### config.mk
export PLATFORM = sky130hd
export DESIGN_NAME = jamma_joy_mux
export DESIGN_NICKNAME = d
export VERILOG_FILES = /design/src/rtl/jamma_pkg.sv /design/src/rtl/jamma_debounce.sv /design/src/rtl/jamma_joy_mux.sv
export SDC_FILE = /design/constraint.sdc
export NUM_CORES = 1
export LEC_CHECK = 0
export CAP_MARGIN = 20
export CELL_PAD_IN_SITES_DETAIL_PLACEMENT = 0
export CELL_PAD_IN_SITES_GLOBAL_PLACEMENT = 1
export CORE_ASPECT_RATIO = 0.7
export CORE_UTILIZATION = 40
export DETAILED_ROUTE_END_ITERATION = 6
export HOLD_SLACK_MARGIN = 0.05
export PLACE_DENSITY = 0.78
export SLEW_MARGIN = 15
export SYNTH_ARGS = -nofsm -noshare
export SYNTH_HDL_FRONTEND = slang
export SYNTH_SLANG_ARGS = --single-unit
### constraint.sdc
create_clock -name i_clk -period 2 [get_ports i_clk]
set_input_delay 0.2 -clock i_clk [delete_from_list [all_inputs] [get_ports i_clk]]
set_output_delay 0.2 -clock i_clk [all_outputs]
set_load 0.05 [all_outputs]
### src/rtl/jamma_pkg.sv
// Shared JAMMA joystick definitions: player-vector bit indices and coin FSM states.
package jamma_pkg;

    localparam int UP        = 0;
    localparam int DOWN      = 1;
    localparam int LEFT      = 2;
    localparam int RIGHT     = 3;
    localparam int FIRE1     = 4;
    localparam int FIRE2     = 5;
    localparam int START     = 7;

    // 8 lines per player plus 2 coin switches
    localparam int NUM_LINES = 18;

    typedef enum logic [1:0] {
        COIN_IDLE,
        COIN_HOLD,
        COIN_WAIT_REL
    } coin_state_t;

endpackage

### src/rtl/jamma_debounce.sv
// Single-bit debouncer for an already synchronized line; counter is
// compiled in only when JAMMA_JOY_DEBOUNCE_EN is defined.
module jamma_debounce #(
    parameter int DEB_CYCLES = 16
) (
    input  logic i_clk,
    input  logic i_reset,
    input  logic i_sync,
    output logic o_clean
);

    logic r_clean;

    if (DEB_CYCLES < 1) begin : g_param_chk
        $error("jamma_debounce: DEB_CYCLES must be >= 1");
    end

`ifdef JAMMA_JOY_DEBOUNCE_EN
    localparam int CW = $clog2(DEB_CYCLES + 1);
    localparam logic [CW-1:0] LIM = CW'(DEB_CYCLES - 1);

    logic [CW-1:0] r_cnt;

    // Clean bit flips after DEB_CYCLES consecutive disagreeing samples
    always_ff @(posedge i_clk) begin
        if (i_reset) begin
            r_cnt   <= '0;
            r_clean <= 1'b1;
        end else if (i_sync == r_clean) begin
            r_cnt   <= '0;
        end else if (r_cnt == LIM) begin
            r_cnt   <= '0;
            r_clean <= i_sync;
        end else begin
            r_cnt   <= r_cnt + 1'b1;
        end
    end
`else
    always_ff @(posedge i_clk) begin
        if (i_reset) begin
            r_clean <= 1'b1;
        end else begin
            r_clean <= i_sync;
        end
    end
`endif

    assign o_clean = r_clean;

endmodule

### src/rtl/jamma_joy_mux.sv
// JAMMA player/coin conditioner: sync, debounce (JAMMA_JOY_DEBOUNCE_EN),
// zero-latency player mux, coin pulse stretcher and JSELECT stall detector.
module jamma_joy_mux
    import jamma_pkg::*;
#(
    parameter int DEB_CYCLES   = 16,
    parameter int COIN_MIN     = 4096,
    parameter int STALL_CYCLES = 1024
) (
    input  logic       i_clk,
    input  logic       i_reset,
    input  logic [7:0] i_p1_raw,
    input  logic [7:0] i_p2_raw,
    input  logic [1:0] i_coin_raw,
    input  logic       i_jselect,
    output logic [7:0] o_jjoy,
    output logic [1:0] o_jcoin,
    output logic       o_sel_stall
);

    localparam int CCW = $clog2(COIN_MIN + 1);
    localparam int SCW = $clog2(STALL_CYCLES + 1);

    logic [NUM_LINES-1:0] w_raw;
    logic [NUM_LINES-1:0] r_sync1;
    logic [NUM_LINES-1:0] r_sync2;
    logic [NUM_LINES-1:0] w_clean;
    logic [1:0]           r_coin_prev;
    logic                 r_js_prev;
    logic [SCW-1:0]       r_stall_cnt;

    assign w_raw = {i_coin_raw, i_p2_raw, i_p1_raw};

    always_ff @(posedge i_clk) begin
        if (i_reset) begin
            r_sync1 <= '1;
            r_sync2 <= '1;
        end else begin
            r_sync1 <= w_raw;
            r_sync2 <= r_sync1;
        end
    end

    for (genvar g = 0; g < NUM_LINES; g++) begin : g_deb
        jamma_debounce #(
            .DEB_CYCLES (DEB_CYCLES)
        ) u_deb (
            .i_clk   (i_clk),
            .i_reset (i_reset),
            .i_sync  (r_sync2[g]),
            .o_clean (w_clean[g])
        );
    end

    // Select path stays combinational so the sampler can flip JSELECT every cycle
    assign o_jjoy = i_jselect ? w_clean[15:8] : w_clean[7:0];

    always_ff @(posedge i_clk) begin
        if (i_reset) begin
            r_coin_prev <= 2'b11;
        end else begin
            r_coin_prev <= w_clean[17:16];
        end
    end

    for (genvar g = 0; g < 2; g++) begin : g_coin
        coin_state_t    r_st;
        coin_state_t    w_st_nxt;
        logic [CCW-1:0] r_cnt;
        logic [CCW-1:0] w_cnt_nxt;

        always_ff @(posedge i_clk) begin
            if (i_reset) begin
                r_st  <= COIN_IDLE;
                r_cnt <= '0;
            end else begin
                r_st  <= w_st_nxt;
                r_cnt <= w_cnt_nxt;
            end
        end

        // Releasing at the end of HOLD skips WAIT_REL so the pulse is exactly COIN_MIN
        always_comb begin
            w_st_nxt  = r_st;
            w_cnt_nxt = r_cnt;
            unique case (r_st)
                COIN_IDLE: begin
                    if (r_coin_prev[g] && !w_clean[16+g]) begin
                        w_st_nxt  = COIN_HOLD;
                        w_cnt_nxt = CCW'(COIN_MIN - 1);
                    end
                end
                COIN_HOLD: begin
                    if (r_cnt == '0) begin
                        w_st_nxt = w_clean[16+g] ? COIN_IDLE : COIN_WAIT_REL;
                    end else begin
                        w_cnt_nxt = r_cnt - 1'b1;
                    end
                end
                COIN_WAIT_REL: begin
                    if (w_clean[16+g]) begin
                        w_st_nxt = COIN_IDLE;
                    end
                end
                default: begin
                    w_st_nxt = COIN_IDLE;
                end
            endcase
        end

        assign o_jcoin[g] = (r_st == COIN_IDLE);
    end

    always_ff @(posedge i_clk) begin
        if (i_reset) begin
            r_js_prev   <= 1'b0;
            r_stall_cnt <= '0;
        end else begin
            r_js_prev <= i_jselect;
            if (i_jselect != r_js_prev) begin
                r_stall_cnt <= '0;
            end else if (r_stall_cnt != SCW'(STALL_CYCLES)) begin
                r_stall_cnt <= r_stall_cnt + 1'b1;
            end
        end
    end

    assign o_sel_stall = (r_stall_cnt == SCW'(STALL_CYCLES));

endmodule

Word level (Yosys, flattened, before mapping) --
Index checks and enable logic that the tools add are counted. W data, S select, Z words.
Operators by class: mux-type cells 17, add/subtract/negate cells 3, $mul 0, shift-type cells 0, equal/unequal tests 15, divide/modulo/power cells 0, reductions and logical operators 15, magnitude comparators 0, bitwise logic cells 0
Operators with widths (count):
- $mux W13 | 4
- $pmux W13 S2 | 2
- $logic_not A13 Y1 | 2
- $sub A13 B1 Y13 const B | 2
- $mux W2 | 8
- $pmux W2 S3 | 2
- $reduce_and A3 Y1 | 4
- $add A11 B1 Y11 const B | 1
- $eq A11 B11 Y1 const B | 1
- $ne A11 B11 Y1 const B | 1
- $mux W8 | 1
- $ne A2 B1 Y1 const B | 4
- $ne A2 B2 Y1 const B | 4
- $eq A2 B1 Y1 const B | 2
- $eq A2 B2 Y1 const B | 2
- $logic_not A2 Y1 | 2
- $reduce_bool A2 Y1 | 2
- $logic_and A1 B1 Y1 | 2
- $logic_not A1 Y1 | 2
- $reduce_or A2 Y1 | 1
- $ne A1 B1 Y1 | 1
Word-level totals: bits in writable memories 0, output and inout bits 11, latch bits 0, register bits after elaboration 98, memories kept 0, word-level logic and storage cells 77, memory bits (read-only) 0, input port bits 21

Longest topological paths before layout --
Gate-level depths: netlist of the first run.
word-level depth 4, gate-level depth with buffers 7

Modules after synthesis --
Synthesis of the first run repeated with hierarchy kept, for this count alone.
Unflattened totals: cell total of the unflattened synthesis 365, area total of the unflattened synthesis 3741.1 um2
By module, submodules not included:
- jamma_joy_mux | instances 1, area an instance 3268.1 um2, cells an instance 329
- jamma_debounce | instances 18, area an instance 26.3 um2, cells an instance 2

Worst setup path after synthesis of the first run --
Ideal clock, no wire load.
path type register to register, start point reg g_coin[1].r_st[1], end point reg g_coin[1].r_cnt[12], stages on the path, launching flop included 7, buffers on the path 2, arrival time 1.939 ns, setup slack -0.018 ns, path through dfxtp_1 > buf_6 > or4b_4 > and4_1 > buf_6 > or4_4 > a211oi_2
On the way: longest elaborated chain between the ends 3
RTL lines:
- start, declared | line jamma_joy_mux.sv:67 | coin_state_t r_st;
- start signal, assigned | line jamma_joy_mux.sv:77 | r_st <= w_st_nxt;
- $eq A2 B1 Y1 / $logic_not A2 Y1 (equally long branches) | line jamma_joy_mux.sv:86 | unique case (r_st)
- $ne A2 B2 Y1 (no line) (tied with other cells)
- $reduce_and A3 Y1 (no line)
- end signal, assigned | line jamma_joy_mux.sv:78 | r_cnt <= w_cnt_nxt;
- end, declared | line jamma_joy_mux.sv:69 | logic [CCW-1:0] r_cnt;
Several ways; a longest one is shown, not always the timed one. A chain may end at the register's enable or synchronous reset.

Final worst setup path of the first run --
start point reg g_coin[0].r_st[1], end point out o_jcoin[0]
On the way: longest elaborated chain between the ends 1
RTL lines:
- start, declared | line jamma_joy_mux.sv:67
- start signal, assigned | line jamma_joy_mux.sv:77
- $logic_not A2 Y1 | line jamma_joy_mux.sv:111 | assign o_jcoin[g] = (r_st == COIN_IDLE);
- end, declared | line jamma_joy_mux.sv:17 | output logic [1:0] o_jcoin,
No other way between the ends.

==> results_dict.tcl, run 1 <==
set metrics [dict create \
    areaGrowthSynthToFinish_pct 21.8 \
    cts.sinks 98 \
    synthTopCellsByArea "dfxtp_1 (52%), or2_2 (9.8%), nor2_1 (2.6%)" \
    gp_congestion 0.801 \
    synth-seq-cells 98 \
    skew_ps 8.43 \
    die_w_um 118 \
    clock_latency_ps 340 \
    post_synth.cell_area_avg_sq_um 10.1 \
    max_freq_mhz 523 \
    fill_cells 846 \
    drc 0 \
    cts_hold_buf 0 \
    portBuffers 31 \
    start_util_pct 41.5 \
    wl_per_cell_um 12.3 \
    synth-edff-count 0 \
    cp.required_ps 1800 \
    place_inst 535 \
    ioPinCount 32 \
    power_density_nw_per_um2 913 \
    tightest_slew_ps 615 \
    synth_ff_type "dfxtp_1" \
    synth_common_cells "dfxtp_1 (98), or2_2 (59), nor2_1 (26)" \
    setup_tns_ps 0 \
    relSlewSlack_pct 58.7 \
    worstPathArrival_ps 1710 \
    fin_crit_sh_pct 95.6 \
    ant_nets 0 \
    async_flop_share_pct 0 \
    first_pass_iters 4 \
    power_leakage_nw 1.67 \
    critical_path_class "reg2out" \
    htreeDepth 3 \
    yosysUniqueCellTypes 49 \
    rsz0062_at_grt "false" \
    synth_area_sq_um 3780 \
    grt_usage_pct 14.5 \
    antenna_found_initial 0 \
    synth_most_common_cell "dfxtp_1" \
    multi_input_area_sq_um 1720 \
    hold_violations 0 \
    grt_overflow 0 \
    synth_top_area_share_pct 51.9 \
    syn_inst 376 \
    nets 449 \
    clkTransAtPathRegs_ps 70 \
    cp-end-kind "output port" \
    grt_pass1_wl_mm 11.4 \
    synth_top_area_cell "dfxtp_1" \
    max_cap_violations 0 \
    drt_iter0_drc 143 \
    crit_path_start "g_coin[0].r_st[1]" \
    numCtsBuffers 9 \
    dieArea_sq_um 9860 \
    die_height_um 83.4 \
    dp_hpwl_mm 4.68 \
    drive_above_1_share_pct 28.6 \
    hp-class "in2reg" \
    seq_area_frac_synth_pct 51.9 \
    core-area_sq_um 9110 \
    slew_violations 0 \
    cts_tree "built" \
    path_max_fanout 5 \
    via_per_inst 5.00 \
    worstSetupStartpointType "flip-flop" \
    antenna-diode-count 0 \
    syn-num-nets 403 \
    routed_wl_mm 6.78 \
    fin_crit_ps 1910 \
    min-delay-start "i_reset" \
    cts-root-buf "clkbuf_16" \
    vdd_drop_max_mv 0.503 \
    clockBufferDepth 2 \
    ys_warn_count 0 \
    outcome "finished clean" \
    holdWs_ps 402 \
    grt_pass1_vias 2432 \
    stdcell_count 551 \
    worstReg2RegStart "g_coin[1].r_cnt[0]" \
    setup_violations 0 \
    grt_max_degree 61 \
    num_vias 2757 \
    seq_area_sq_um 1960 \
    row_count 29 \
]
-- through the flow --
step / setup WS (ps) / cell area, sq um / power, mW / utilization (%)
5_1_grt: 15.7 / 4610 / 4.39 / 50.6
6_report: 87.8 / 4610 / 4.21 / 50.6
4_1_cts: 36.7 / 4590 / 4.24 / 50.4
2_1_floorplan: 18.2 / 3780 / 2.47 / -
3_5_place_dp: 61.0 / 4310 / 2.64 / 47.4
3_3_place_gp: 90.7 / 4310 / 2.63 / 47.4
-- registers in the layout, summed over array words and instances, names as in the netlist --
| name | cells |
|---|---|
| r_stall_cnt | 11 |
| g_deb.u_deb.o_clean | 18 |
| g_coin.r_st | 4 |
| g_coin.r_cnt | 26 |
| r_js_prev | 1 |
| r_sync2 | 18 |
| r_coin_prev | 2 |
| r_sync1 | 18 |
-- cells by family (layout without fill, tap and decap cells) --
logic type | after synthesis | after routing | share of synthesized area [%]
simple gates | 172 | 172 | 27.6
flops | 98 | 98 | 51.9
compound gates | 57 | 57 | 10.6
buf+inv | 24 | 75 | 2.98
xor+xnor | 10 | 10 | 2.31
mux | 9 | 9 | 2.65
fa+ha+maj | 6 | 6 | 1.98
-- power by group --
part / total [mW] / switching [mW] / internal, mW
combinational: 0.524 / 0.273 / 0.251
clock: 1.60 / 0.732 / 0.863
sequential: 2.09 / 0.0528 / 2.03
-- metal layers --
| layer | share of wire (%) | global-route usage, % |
|---|---|---|
| met1 | 56 | 21.1 |
| met2 | 39 | 19.9 |
| met3 | 4.2 | 4.33 |
| met4 | 1.2 | 5.24 |
| met5 | 0 | 0 |
-- worst max-delay path, stage by stage, from the launching register on --
cell and delay (ps):
dfxtp_1 340, nor2_1 190, clkdlybuf4s50_1 840
-- final timing paths --
path / to / slack, ps / cells after the start
worst max-delay path: o_jcoin[0] / 90 / 2
worst min-delay path: g_deb[9].u_deb.o_clean / 400 / 2
worst max register to register: g_coin[1].r_cnt[12] / 100 / 7
worst min register to register: g_deb[13].u_deb.o_clean / 410 / 1
-- final cells by class --
cell class	instances	area share, %
Sequential cell	98	42.6
Multi-Input combinational cell	254	37.3
Timing Repair Buffer	51	9.99
Clock buffer	11	5.05
Tap cell	124	3.37
Clock inverter	5	0.978
Inverter	8	0.652
-- repair_timing --
item / in CTS / in global routing
gates resized for setup: 0 / 5
setup endpoints to repair: 0 / 5
buffers inserted: 0 / 0
-- cells in the final DEF (no fill, tap or decap), types with 6 or more instances in the layout --
cell type and count:
a211oi_1 9, a21oi_1 8, a31oi_1 11, buf_4 27
clkbuf_16 9, clkdlybuf4s50_1 20, dfxtp_1 97, ha_1 6
inv_1 8, mux2_2 8, nand2_1 8, nand2b_1 6
nand3_1 6, nor2_1 26, nor2b_1 6, nor3_1 11
nor4_1 9, o21ai_0 7, or2_2 59, or3_1 8
or4_1 7, xor2_1 6
Power figures use the tool's default switching activity.
==> run 2, diff against run 1 <==
--- a/config.mk
+++ b/config.mk
@@ -14,5 +14,5 @@
 export HOLD_SLACK_MARGIN = 0.05
 export PLACE_DENSITY = 0.78
-export SLEW_MARGIN = 15
+export SLEW_MARGIN = 20
 export SYNTH_ARGS = -nofsm -noshare
 export SYNTH_HDL_FRONTEND = slang
==> constraint.sdc (replaced) <==
create_clock -name i_clk -period 2 [get_ports i_clk]
set_input_delay 0.4 -clock i_clk [delete_from_list [all_inputs] [get_ports i_clk]]
set_output_delay 0.4 -clock i_clk [all_outputs]
set_load 0.05 [all_outputs]
==> run 2 against run 1 <==
Effect of this change: global-route usage up 0.74 points; register-to-register slack about the same; highest routed layer unchanged; sequential cell count unchanged; first-iteration DRC count up 36%; worst setup slack worse by 33 ps; total power up 5.2%.
==> results_dict.tcl, run 2 (synthesis gave the netlist of run 1 again) <==
set metrics [dict create \
    layout_common_cells "dfxtp_1 (96), or2_2 (59), buf_4 (30)" \
    pre_cts_slack_ps 25.3 \
    routed_wl_mm 7.09 \
    hp-class "reg2reg" \
    setup_violations 0 \
    power_leakage_nw 1.71 \
    crit_path_start "i_jselect" \
    drc 0 \
    layout_commonest_cell "dfxtp_1" \
    wl_per_cell_um 12.8 \
    critical_path_class "in2out" \
    dieArea_sq_um 9860 \
    worstReg2RegStart "g_coin[1].r_cnt[0]" \
    min_path_cells 1 \
    hold_violations 0 \
    largest_register_ffs 26 \
    via_per_inst 4.95 \
    power.total_mw 4.42 \
    ant_nets 0 \
    worstPathArrival_ps 1550 \
    numCtsBuffers 9 \
    row_count 29 \
    power_density_nw_per_um2 943 \
    drive_above_1_share_pct 31.2 \
    die_height_um 83.4 \
    fin_crit_ps 1950 \
    grt_pass1_wl_mm 11.7 \
    worstSetupStartpointType "input pin" \
    clkTransAtPathRegs_ps 60 \
    cts-root-buf "clkbuf_16" \
    min-delay-start "r_sync2[15]" \
    slew_violations 0 \
    grt_pass1_vias 2477 \
    setup_tns_ps 0 \
    final_area_sq_um 4690 \
    cts_hold_buf 0 \
    relSlewSlack_pct 62.1 \
    ioPinCount 32 \
    nets 451 \
    grt_max_degree 61 \
    r2r_slack_ps 100 \
    crit_path_top_delay_cell "clkdlybuf4s50_1" \
    setup_slack_ps 54.6 \
    cp.required_ps 1600 \
    vdd_drop_max_mv 0.517 \
    cts_tree "built" \
    postPlaceCellArea_sq_um 4320 \
    grt_overflow 0 \
    areaGrowthSynthToFinish_pct 24.1 \
    tightest_slew_ps 564 \
    stdcell_count 553 \
    num_vias 2735 \
    place_inst 537 \
    max_cap_violations 0 \
    slowest_delay_ps 470 \
    cp-end-kind "output port" \
    fin_crit_sh_pct 97.3 \
    max_freq_mhz 514 \
    antenna-diode-count 0 \
    clockBufferDepth 2 \
    r2r-end "g_coin[1].r_cnt[12]" \
    portBuffers 31 \
    cts.sinks 98 \
    dp_hpwl_mm 4.84 \
    cp-endpoint "o_jjoy[0]" \
    grt_usage_pct 15.2 \
    cp_cell_sequence "clkdlybuf4s50_1 -> buf_6 -> mux2_2 -> buf_4" \
    path_max_fanout 10 \
    htreeDepth 3 \
    core-area_sq_um 9110 \
    drt_iter0_drc 195 \
    regMostFlops "g_coin.r_cnt" \
    die_w_um 118 \
    gp_congestion 0.761 \
    antenna_found_initial 0 \
    start_util_pct 41.5 \
    clock_latency_ps 340 \
    r2r_cells 7 \
    skew_ps 4.83 \
    first_pass_iters 4 \
    outcome "finished clean" \
]
run 2: layer usage:
layer / part of all wire (%) / vias to the layer above / global-route usage [%]
met2: 41 / 53 / 20.7
met4: 1.3 / 0 / 6.29
met5: 0 / - / 0
met3: 5.0 / 7 / 5.01
li1: - / 1450 / -
met1: 52 / 1225 / 21.7
run 2: timing repair:
item	CTS	global route
endpoints found under the hold margin	0	0
endpoints found under the setup margin	0	9
setup buffers	0	0
resized for setup	0	13
run 2: worst min-delay path by stage:
| stage | slack [ps] | endpoint |
|---|---|---|
| 5_1_grt | 420 | r_sync2[16] |
| 2_1_floorplan | 390 | g_deb[0].u_deb.o_clean |
| 3_5_place_dp | 390 | r_sync2[1] |
| 4_1_cts | 410 | r_sync2[3] |
| 6_report | 410 | g_deb[15].u_deb.o_clean |
| 3_3_place_gp | 390 | g_deb[17].u_deb.o_clean |
run 2: cell type report:
type / instances / area [sq um]
timing repair buffer: 53 / 472
clock inverter: 6 / 78.8
fill: 859 / 4410
clock buffer: 10 / 239
multi-input combinational: 254 / 1750
tap: 124 / 155
inverter: 8 / 30.0
sequential: 98 / 1970
run 2: worst max-delay path, delay by kind of cell:
family / cells / cell delay [ps]
buffers and inverters: 3 / 800
muxes: 1 / 340
run 2: power breakdown:
group | leakage, nW | switching (mW) | internal [mW]
sequential | 0.805 | 0.0556 | 2.03
clock | 0.158 | 0.761 | 1.03
combinational | 0.751 | 0.276 | 0.268
total | 1.71 | 1.09 | 3.33
run 2: through the flow:
| step | util [%] | hold WS, ps |
|---|---|---|
| 6_report | 51.5 | 407 |
| 5_1_grt | 51.5 | 419 |
| 4_1_cts | 51.0 | 410 |
| 3_5_place_dp | 47.5 | 393 |
| 3_3_place_gp | 47.5 | 392 |
| 2_1_floorplan | - | 389 |
==> run 3, diff against run 2 <==
- CELL_PAD_IN_SITES_DETAIL_PLACEMENT: 0 -> 1
- CORE_ASPECT_RATIO: 0.7 -> 1.1
==> run 3 against run 2 <==
Effect of this change: fmax fell by 1.2%; register-to-register slack barely moved; combinational power barely moved; non-clock buffer count fell by 1; first-iteration DRC count fell by 54%; critical endpoint is now o_jjoy[1]; wire length rose by 12%; die area barely moved; highest routed layer unchanged; sequential cell count did not move; critical path depth did not move; sequential share of layout area rose by 1.3 points.
==> results_dict.tcl, run 3 (synthesis gave the netlist of run 1 again) <==
set metrics [dict create \
    cts-root-buf "clkbuf_8" \
    wl_per_cell_um 14.7 \
    vdd_drop_max_mv 0.489 \
    portBuffers 31 \
    clock_latency_ps 370 \
    first_pass_iters 4 \
    cts_tree "built" \
    ant_nets 0 \
    numCtsBuffers 9 \
    stdcell_count 542 \
    dp_hpwl_mm 5.45 \
    power_density_nw_per_um2 881 \
    drc 0 \
    drt_iter0_drc 90 \
    grt_usage_pct 17.9 \
    layout_common_cells "dfxtp_1 (96), or2_2 (59), buf_4 (28)" \
    hp-class "reg2reg" \
    r2r_slack_ps 90 \
    rsz0062_at_grt "false" \
    cp.required_ps 1600 \
    skew_ps 10.3 \
    max_cap_violations 0 \
    start_util_pct 42.0 \
    clockBufferDepth 2 \
    outcome "finished clean" \
    nets 450 \
    path_max_fanout 10 \
    cts_hold_buf 0 \
    layout_commonest_cell "dfxtp_1" \
    drive_above_1_share_pct 30.1 \
    setup_tns_ps 0 \
    antenna_found_initial 0 \
    setup_violations 0 \
    row_count 36 \
    dieArea_sq_um 9850 \
    via_per_inst 5.27 \
    place_inst 526 \
    die_height_um 104 \
    max_freq_mhz 508 \
    ioPinCount 32 \
    die_w_um 94.7 \
    tightest_slew_ps 580 \
    worstSetupStartpointType "input pin" \
    grt_pass1_vias 2989 \
    power.total_mw 4.01 \
    fin_crit_sh_pct 98.5 \
    num_vias 2856 \
    crit_path_top_delay_cell "clkdlybuf4s50_1" \
    routed_wl_mm 7.98 \
    cts.sinks 98 \
    antenna-diode-count 0 \
    gp_congestion 0.756 \
    areaGrowthSynthToFinish_pct 20.2 \
    hold_violations 0 \
    slew_violations 0 \
    clkTransAtPathRegs_ps 110 \
    slowest_delay_ps 480 \
    regMostFlops "g_coin.r_cnt" \
    grt_max_degree 72 \
    critical-path-top-delay-family "buffers and inverters" \
    grt_pass1_wl_mm 13.8 \
    power_leakage_nw 1.66 \
    critical_path_class "in2out" \
    grt_overflow 0 \
    htreeDepth 3 \
    cp-end-kind "output port" \
    core-area_sq_um 9010 \
    crit_buf_inv 3 \
    largest_register_ffs 26 \
    worstPathArrival_ps 1570 \
    cp_cell_sequence "clkdlybuf4s50_1 -> buf_6 -> mux2_2 -> buf_4" \
    fin_crit_ps 1970 \
    relSlewSlack_pct 61.1 \
]
## run 3: cell types whose count changed in the layout (fill, tap and decap cells not counted), sizes merged
cell,delta
buf,-1
clkbuf,-1
inv,+2
clkinv,-1
## run 3: worst register-to-register path, delay by kind of cell (launching register included)
kind / cells / cell delay (ps)
simple gates: 1 / 170
flops: 1 / 380
fa+ha+maj: 1 / 190
buf+inv: 2 / 250
compound gates: 3 / 830
## run 3: where the power goes
group | internal [mW] | total [mW] | leakage [nW] | switching [mW]
Combinational | 0.257 | 0.544 | 0.745 | 0.287
Sequential | 2.03 | 2.09 | 0.804 | 0.0570
Clock | 0.619 | 1.37 | 0.111 | 0.755
## run 3: repair_timing
action	in CTS	in global routing
setup buffers	0	0
setup endpoints to repair	1	9
resized for setup	1	6
pin swaps	0	3
cloned	0	0
## run 3: worst paths after layout
kind	startpoint	endpoint	depth (start not counted)
min	r_sync2[6]	g_deb[6].u_deb.o_clean	1
min reg2reg	r_sync2[6]	g_deb[6].u_deb.o_clean	1
max reg2reg	g_coin[1].r_cnt[1]	g_coin[1].r_cnt[6]	7
max	i_jselect	o_jjoy[1]	4
## run 3: metal layers
metal | vias to the layer above | global-route usage [%] | wire length, um
li1 | 1440 | - | -
met3 | 16 | 4.09 | 165
met4 | 0 | 6.93 | 172
met5 | - | 0 | 0
met2 | 36 | 30.2 | 4080
met1 | 1364 | 21.7 | 3560
## run 3: cell type report
| cell class | count | area (sq um) |
|---|---|---|
| clock inverter | 7 | 90.1 |
| timing repair buffer | 52 | 468 |
| multi-input combinational | 254 | 1730 |
| sequential | 98 | 1960 |
| tap | 114 | 143 |
| clock buffer | 9 | 124 |
| fill | 1039 | 4460 |
| inverter | 8 | 30.0 |
## run 3: per-stage QoR
step	util (%)	area (sq um)	setup slack [ps]	hold WS [ps]
CTS	50.2	4520	5.61	418
finish	50.5	4550	30.7	416
global placement	47.8	4300	60.6	392
floorplan	-	3780	18.2	389
global route	50.5	4550	1.00	415
detailed placement	47.8	4300	-14.9	396
